--- config.mk ---
export PLATFORM = sky130hd
export DESIGN_NAME = alu_issue_ctrl_flat
export DESIGN_NICKNAME = d
export VERILOG_FILES = /design/src/rtl/alu_pkg.sv /design/src/rtl/alu_issue_ctrl_if.sv /design/src/rtl/alu_regfile.sv /design/src/rtl/alu_issue_ctrl.sv /design/src/flat_wrapper.sv
export SDC_FILE = /design/constraint.sdc
export NUM_CORES = 1
export LEC_CHECK = 0
export ABC_AREA = 1
export BUFFER_PORTS_ARGS = -buffer_cell sky130_fd_sc_hd__buf_2
export CAP_MARGIN = 20
export CELL_PAD_IN_SITES_DETAIL_PLACEMENT = 2
export CELL_PAD_IN_SITES_GLOBAL_PLACEMENT = 2
export CORE_MARGIN = 2
export CORE_UTILIZATION = 29
export CTS_BUF_LIST = sky130_fd_sc_hd__clkbuf_8
export DETAILED_ROUTE_END_ITERATION = 16
export PLACE_DENSITY = 0.75
export RECOVER_POWER = 100
export SETUP_SLACK_MARGIN = 0.4
export SKIP_CTS_REPAIR_TIMING = 1
export SYNTH_ARGS = -nofsm -noshare
export SYNTH_HDL_FRONTEND = slang
export SYNTH_SLANG_ARGS = --single-unit
--- constraint.sdc ---
create_clock -name clk -period 1.2 [get_ports clk]
set_input_delay 0.18 -clock clk [delete_from_list [all_inputs] [get_ports clk]]
set_output_delay 0.18 -clock clk [all_outputs]
set_load 0.01 [all_outputs]
--- src/rtl/alu_pkg.sv ---
// Shared types and constants for the ALU issue/writeback controller.
package alu_pkg;

  typedef enum logic [1:0] {
    IDLE,
    ISSUE,
    WB
  } issue_state_t;

  localparam logic [7:0] OPC_NOP   = 8'd0;
  localparam int         NREGS_DEF = 4;
  localparam int         RIDX_DEF  = $clog2(NREGS_DEF);

endpackage

--- src/rtl/alu_issue_ctrl_if.sv ---
// Instruction offer channel: valid/ready plus decoded operand selects.
interface alu_issue_ctrl_if #(
  parameter int RIDX_W = 2
);

  logic              in_valid;
  logic              in_ready;
  logic [7:0]        in_opcode;
  logic [RIDX_W-1:0] in_rd;
  logic [RIDX_W-1:0] in_rs1;
  logic [RIDX_W-1:0] in_rs2;
  logic              in_imm_sel;
  logic [7:0]        in_imm;

  modport master (
    output in_valid,
    output in_opcode,
    output in_rd,
    output in_rs1,
    output in_rs2,
    output in_imm_sel,
    output in_imm,
    input  in_ready
  );

  modport slave (
    input  in_valid,
    input  in_opcode,
    input  in_rd,
    input  in_rs1,
    input  in_rs2,
    input  in_imm_sel,
    input  in_imm,
    output in_ready
  );

endinterface

--- src/rtl/alu_regfile.sv ---
// Small 8-bit register file: two operand reads, one debug read,
// one write port, async active-low clear.
module alu_regfile #(
  parameter int NREGS  = 4,
  parameter int RIDX_W = $clog2(NREGS)
) (
  input  logic              clk,
  input  logic              rst_n,
  input  logic              we_i,
  input  logic [RIDX_W-1:0] waddr_i,
  input  logic [7:0]        wdata_i,
  input  logic [RIDX_W-1:0] raddr1_i,
  output logic [7:0]        rdata1_o,
  input  logic [RIDX_W-1:0] raddr2_i,
  output logic [7:0]        rdata2_o,
  input  logic [RIDX_W-1:0] dbg_addr_i,
  output logic [7:0]        dbg_data_o
);

  logic [7:0] regs_q [NREGS];

  always_ff @(posedge clk or negedge rst_n) begin
    if (!rst_n) begin
      for (int i = 0; i < NREGS; i++) begin
        regs_q[i] <= '0;
      end
    end else if (we_i) begin
      regs_q[waddr_i] <= wdata_i;
    end
  end

  assign rdata1_o   = regs_q[raddr1_i];
  assign rdata2_o   = regs_q[raddr2_i];
  assign dbg_data_o = regs_q[dbg_addr_i];

endmodule

--- src/rtl/alu_issue_ctrl.sv ---
// Issue/writeback controller around a combinational 8-bit ALU:
// one instruction in flight, two cycles per instruction.
module alu_issue_ctrl
  import alu_pkg::*;
#(
  parameter int NREGS  = NREGS_DEF,
  parameter int RIDX_W = $clog2(NREGS),
  parameter int CNT_W  = 16
) (
  input  logic              clk,
  input  logic              rst_n,
  alu_issue_ctrl_if.slave   in_if,
  output logic [7:0]        alu_opcode,
  output logic [7:0]        alu_op1,
  output logic [7:0]        alu_op2,
  input  logic [7:0]        alu_out,
  input  logic [7:0]        alu_eflags,
  output logic [7:0]        flags,
  output logic              wb_valid,
  output logic [CNT_W-1:0]  retired,
  input  logic [RIDX_W-1:0] dbg_addr,
  output logic [7:0]        dbg_data
);

  localparam logic [CNT_W-1:0] CNT_ONE = {{(CNT_W-1){1'b0}}, 1'b1};

  issue_state_t      state_q, state_d;
  logic [7:0]        opc_q;
  logic [RIDX_W-1:0] rd_q;
  logic [7:0]        op1_q;
  logic [7:0]        op2_q;
  logic [7:0]        flags_q;
  logic [CNT_W-1:0]  retired_q;

  logic              ready;
  logic              accept;
  logic              in_issue;
  logic              wr_en;
  logic [7:0]        rs1_data;
  logic [7:0]        rs2_data;

  assign accept = in_if.in_valid & ready;

  always_ff @(posedge clk or negedge rst_n) begin
    if (!rst_n) begin
      state_q <= IDLE;
    end else begin
      state_q <= state_d;
    end
  end

  always_comb begin
    state_d = state_q;
    unique case (state_q)
      IDLE:    state_d = accept ? ISSUE : IDLE;
      ISSUE:   state_d = WB;
      WB:      state_d = accept ? ISSUE : IDLE;
      default: state_d = IDLE;
    endcase
  end

  always_comb begin
    ready    = 1'b1;
    wb_valid = 1'b0;
    in_issue = 1'b0;
    unique case (state_q)
      IDLE:  ready = 1'b1;
      ISSUE: begin
        ready    = 1'b0;
        in_issue = 1'b1;
      end
      WB:    wb_valid = 1'b1;
      default: ready = 1'b1;
    endcase
  end

  // NOPs retire and pulse wb_valid but leave regs and flags alone
  assign wr_en = in_issue & (opc_q != OPC_NOP);

  always_ff @(posedge clk or negedge rst_n) begin
    if (!rst_n) begin
      opc_q <= '0;
      rd_q  <= '0;
      op1_q <= '0;
      op2_q <= '0;
    end else if (accept) begin
      opc_q <= in_if.in_opcode;
      rd_q  <= in_if.in_rd;
      op1_q <= rs1_data;
      op2_q <= in_if.in_imm_sel ? in_if.in_imm : rs2_data;
    end
  end

  always_ff @(posedge clk or negedge rst_n) begin
    if (!rst_n) begin
      flags_q   <= '0;
      retired_q <= '0;
    end else if (in_issue) begin
      retired_q <= retired_q + CNT_ONE;
      if (wr_en) begin
        flags_q <= alu_eflags;
      end
    end
  end

  alu_regfile #(
    .NREGS  (NREGS),
    .RIDX_W (RIDX_W)
  ) u_rf (
    .clk        (clk),
    .rst_n      (rst_n),
    .we_i       (wr_en),
    .waddr_i    (rd_q),
    .wdata_i    (alu_out),
    .raddr1_i   (in_if.in_rs1),
    .rdata1_o   (rs1_data),
    .raddr2_i   (in_if.in_rs2),
    .rdata2_o   (rs2_data),
    .dbg_addr_i (dbg_addr),
    .dbg_data_o (dbg_data)
  );

  assign in_if.in_ready = ready;
  assign alu_opcode     = opc_q;
  assign alu_op1        = op1_q;
  assign alu_op2        = op2_q;
  assign flags          = flags_q;
  assign retired        = retired_q;

endmodule

--- src/flat_wrapper.sv ---
// flat-port wrapper written by rule: the top's interface ports become plain ports
module alu_issue_ctrl_flat import alu_pkg::*;
#(
  parameter int NREGS  = NREGS_DEF,
  parameter int RIDX_W = $clog2(NREGS),
  parameter int CNT_W  = 16
)
  (clk, rst_n, alu_opcode, alu_op1, alu_op2, alu_out, alu_eflags, flags, wb_valid, retired, dbg_addr, dbg_data, in_if_in_valid, in_if_in_opcode, in_if_in_rd, in_if_in_rs1, in_if_in_rs2, in_if_in_imm_sel, in_if_in_imm, in_if_in_ready);
  alu_issue_ctrl_if #(.RIDX_W(RIDX_W)) in_if_i ();
  input  logic clk;
  input  logic rst_n;
  output logic [7:0] alu_opcode;
  output logic [7:0] alu_op1;
  output logic [7:0] alu_op2;
  input  logic [7:0] alu_out;
  input  logic [7:0] alu_eflags;
  output logic [7:0] flags;
  output logic wb_valid;
  output logic [CNT_W-1:0] retired;
  input  logic [RIDX_W-1:0] dbg_addr;
  output logic [7:0] dbg_data;
  input wire logic [$bits(in_if_i.in_valid)-1:0] in_if_in_valid;
  input wire logic [$bits(in_if_i.in_opcode)-1:0] in_if_in_opcode;
  input wire logic [$bits(in_if_i.in_rd)-1:0] in_if_in_rd;
  input wire logic [$bits(in_if_i.in_rs1)-1:0] in_if_in_rs1;
  input wire logic [$bits(in_if_i.in_rs2)-1:0] in_if_in_rs2;
  input wire logic [$bits(in_if_i.in_imm_sel)-1:0] in_if_in_imm_sel;
  input wire logic [$bits(in_if_i.in_imm)-1:0] in_if_in_imm;
  output wire logic [$bits(in_if_i.in_ready)-1:0] in_if_in_ready;
  assign in_if_i.in_valid = in_if_in_valid;
  assign in_if_i.in_opcode = in_if_in_opcode;
  assign in_if_i.in_rd = in_if_in_rd;
  assign in_if_i.in_rs1 = in_if_in_rs1;
  assign in_if_i.in_rs2 = in_if_in_rs2;
  assign in_if_i.in_imm_sel = in_if_in_imm_sel;
  assign in_if_i.in_imm = in_if_in_imm;
  assign in_if_in_ready = in_if_i.in_ready;
  alu_issue_ctrl #(.NREGS(NREGS), .RIDX_W(RIDX_W), .CNT_W(CNT_W)) u_core (.clk(clk), .rst_n(rst_n), .in_if(in_if_i), .alu_opcode(alu_opcode), .alu_op1(alu_op1), .alu_op2(alu_op2), .alu_out(alu_out), .alu_eflags(alu_eflags), .flags(flags), .wb_valid(wb_valid), .retired(retired), .dbg_addr(dbg_addr), .dbg_data(dbg_data));
endmodule
==> impl.org <==
** Global route
- Via count of the first global-routing pass :: 4,881
- Overflow after GRT :: 0
- Global-route wire length before repair :: 26,000 µm
- Entering global routing, the biggest net connects 45 pins.
- The initial antenna violation count is 1.
- Total track usage :: 0.206

** Placement
- Routability-driven placement finished with a final weighted congestion of 0.811.
- Port buffering added 101 buffers.
- DPL Wire Length :: 11,800 µm
- Post-placement cell area :: 0.00548 mm²

** Synthesis
- After synthesis, the largest family of logic cells by area is simple AND/OR/NAND/NOR gates.
- Synthesized-area fraction occupied by xor and xnor cells :: 0.0183
- Synthesized netlist cell count :: 544
- Sequential-to-total area share from yosys stat :: 0.489
- The netlist uses 33 different library cells.
- The mapped netlist covers 0.00430 mm².
- Of the post-synthesis cell area, the dominant cell type holds 0.489.
- After synthesis, the mean cell area works out to 7.90 µm².
- Of the total synthesized cell area, the portion taken by AND, OR, NAND and NOR gates is 0.350.
- Mapped Nets :: 589
- Synth warnings :: 0
- Top post-synthesis cells by area :: sky130_fd_sc_hd__dfrtp_1, sky130_fd_sc_hd__nand2_1, sky130_fd_sc_hd__nor2_1, sky130_fd_sc_hd__nand4_1, sky130_fd_sc_hd__nand3_1
- Post-Synth Adder-Cell Area :: 0.00291
- The portion of synthesized area spent on multiplexers is 0.
- The synthesized design contains 84 register bits.
- The compound-cell area share of the yosys netlist was 0.0815.
- Cell type contributing the most total cell area after synthesis :: sky130_fd_sc_hd__dfrtp_1

** Die
- The die covers 0.0158 mm².
- The die is 126 µm tall.
- In this run the core area contains 44 standard-cell rows.
- Starting utilization of the core area :: 0.296
- Placeable Area :: 0.0145 mm²
- Ports placed on the boundary :: 102
- Die width :: 126 µm

** STA
- Counting I/O delays and the setup requirement, the final critical path takes 1.58 ns.
- Setup repair after global routing could not meet its margin everywhere.
- Worst-case setup margin in the final layout :: -0.376 ns
- Number of setup violations in the final report :: 110
- Highest attainable clock frequency :: 634 MHz
- For the pin with the worst max-slew slack, the measured transition is 0.855 ns.
- Between clock sinks in the finished design, the worst skew comes to 0.0240 ns.
- Worst-case hold slack :: -0.0119 ns
- Final critical-path share of the clock period :: 1.31
- Final Hold Viols :: 2
- Final count of pins violating max slew :: 0
- Relative slew slack :: 0.424
- Fin Setup TNS :: -19.45 ns

** Pwr
- IR analysis of the VDD net gives a maximum drop of 0.683 mV.
- The analysis attributes to cell leakage a power of 3.55 nW.
- P per Cell Area :: 1990 mW/mm²

** Layout
- Filler cell count :: 1,586
- The sequential cells in the finished layout cover a total of 0.00213 mm².
- After routing the design area is 0.00723 mm².
- In the final layout, the share of cells above drive strength 1 is 0.499.
- Total area of multi-input combinational cells :: 0.00258 mm²
- Area growth from synthesis to layout :: 68.2%
- At the end of the flow, the number of nets in the layout was 809.
- Leaving out fill and tap cells, the most frequent cell in the layout is sky130_fd_sc_hd__nand2_1.
- Top library cells by usage in the layout, fill and taps aside :: sky130_fd_sc_hd__nand2_1, sky130_fd_sc_hd__buf_4, sky130_fd_sc_hd__buf_2

** Hold path
- The tightest min-delay check is of the in2reg type.
- Source of the worst hold timing path :: in_if_in_rd[1]

** CTS
- In this run, CTS created clock tree buffers numbering 9.
- Clock latency on the worst-skew pair, taken at its later pin, is 0.41 ns.
- Clock tree from TritonCTS :: done
- Counting every sink on the clock net gives 84.
- No sink is reached through more buffers than the 2 on the longest clock path.
- Clock slew seen by the registers of the worst setup and hold paths :: 0.12 ns
- The H-tree generated during clock tree synthesis spans 3 levels.
- The root buffer cell chosen for the clock tree is sky130_fd_sc_hd__clkbuf_8.

** Drt
- Dividing the detail-routed wire length by the instance count gives 27.3 µm.
- The detailed router placed 5,269 vias in this run.
- Dividing the detail-routed via count by the number of cells gives 5.52.
- Once detail routing completed, the nets flagged for antenna violations numbered 0.
- The routed design has 26,100 µm of wire.
- After detailed routing, the number of remaining DRC violations is 0.
- Violation count after the first detailed-route iteration :: 366
- The first detailed-routing pass ran for 5 iterations.

** Setup path
- Traced cell by cell, the critical path runs through nand2_1, inv_1, nand2_1, nor3_4, nand2_1, nand2_1, nand2_1.
- In this design, the stage delay of the slowest critical-path cell is 0.53 ns.
- Data on the critical path arrives at its endpoint at 1.87 ns.
- In this run the worst setup path begins at u_core.retired[3].
- STA classifies the critical path startpoint as a flop.
- Worst-path maximum fanout :: 4
- Slowest stage cell on the critical path :: sky130_fd_sc_hd__dfrtp_1
- Crit path required time :: 1.50 ns
- Kind of cell adding the most delay to the critical path :: simple AND/OR/NAND/NOR gates
- Critical path class :: reg2reg
- Critical R2R Launch :: u_core.retired[3]
- Endpoint type of the worst setup path :: flop
- In this design, the critical path's most frequently occurring cell is sky130_fd_sc_hd__nand2_1.
- Buf+Inv Stages, Crit Path :: 1

** Run status
- Result of the run :: complete, but fails checks
- The final reports fail on negative hold slack, negative setup slack.

** Run
- Maximum Capacitance Violations :: 0
## cells in the mapped netlist, drive strengths merged
library cell    n
xor2            4
nand3b          3
clkbuf          6
buf            18
a21oi          16
nor3            3
nand3          41
nand2         173
dfrtp          84
ha              1
nand4          38
o22ai           8
xnor2           5
a31oi           8
clkinv          1
nor2           78
inv            23
o21ai          34
## per-layer routing
layer | global-route usage | vias to the layer above | wire [µm]
li1 | - | 2254 | -
met1 | 0.268 | 2708 | 10200
met2 | 0.358 | 225 | 13400
met3 | 0.0255 | 82 | 1200
met4 | 0.0653 | 0 | 1300
met5 | 0 | - | 0
## per-stage QoR
| step | util | worst slack [ns] | cells | total power [mW] |
|---|---|---|---|---|
| 3_5_place_dp | 0.377 | -0.145 | 855 | 8.59 |
| 2_1_floorplan | - | -0.0860 | 544 | 6.68 |
| 4_1_cts | 0.392 | -0.295 | 871 | 11.0 |
| 6_report | 0.498 | -0.376 | 954 | 14.4 |
| 3_3_place_gp | 0.377 | -0.0895 | 855 | 8.32 |
| 5_1_grt | 0.498 | -0.427 | 954 | 15.0 |
## worst paths after layout
path | end | slack (ns) | cells after the start
max in group asynchronous | u_core.u_rf.regs_q[12] | 0.19 | 3
max | u_core.retired[15] | -0.38 | 7
min in group asynchronous | u_core.retired[2] | 0.46 | 3
min | u_core.rd_q[1] | -0.01 | 3
max reg2reg | u_core.retired[15] | -0.38 | 7
min reg2reg | u_core.flags[3] | 0.49 | 2
## cells by family after synthesis
logic type	Yosys count
adder cells (fa/ha/maj)	1
XOR/XNOR	9
buffers and inverters	48
AND/OR/NAND/NOR	336
flip-flops	84
AO/OA/AOI/OAI	66
## power by group
| part | total, mW | switching (mW) | internal, mW | leakage, nW |
|---|---|---|---|---|
| clock network | 2.52 | 1.30 | 1.22 | 0.121 |
| logic | 6.66 | 3.60 | 3.07 | 2.43 |
| registers | 5.19 | 1.35 | 3.84 | 0.999 |
| total | 14.4 | 6.25 | 8.12 | 3.55 |
## sequential cells by signal, indices dropped and copies added (netlist names)
| register | flops |
|---|---|
| u_core.alu_op1 | 8 |
| u_core.alu_op2 | 8 |
| u_core.alu_opcode | 8 |
| u_core.flags | 8 |
| u_core.rd_q | 2 |
| u_core.retired | 16 |
| u_core.state_q | 2 |
| u_core.u_rf.regs_q | 32 |
## worst min-delay path: cells and delay by family
kind                   cells  cell delay [ns]
and+or+nand+nor            1             0.04
AOI/OAI and AO/OA          1             0.04
buffers and inverters      1             0.10
## cell type report
| class | instances | share of cell area |
|---|---|---|
| multi-input cells | 413 | 0.357 |
| flip-flops and latches | 84 | 0.295 |
| repair buffers | 229 | 0.260 |
| well taps | 184 | 0.0318 |
| inverters | 24 | 0.0201 |
| clock buffers | 10 | 0.0190 |
| clock inverters | 6 | 0.0111 |
| repair inverters | 3 | 0.00588 |
| diodes | 1 | 0.000346 |
Note: power is estimated with default switching activity, not from simulation.
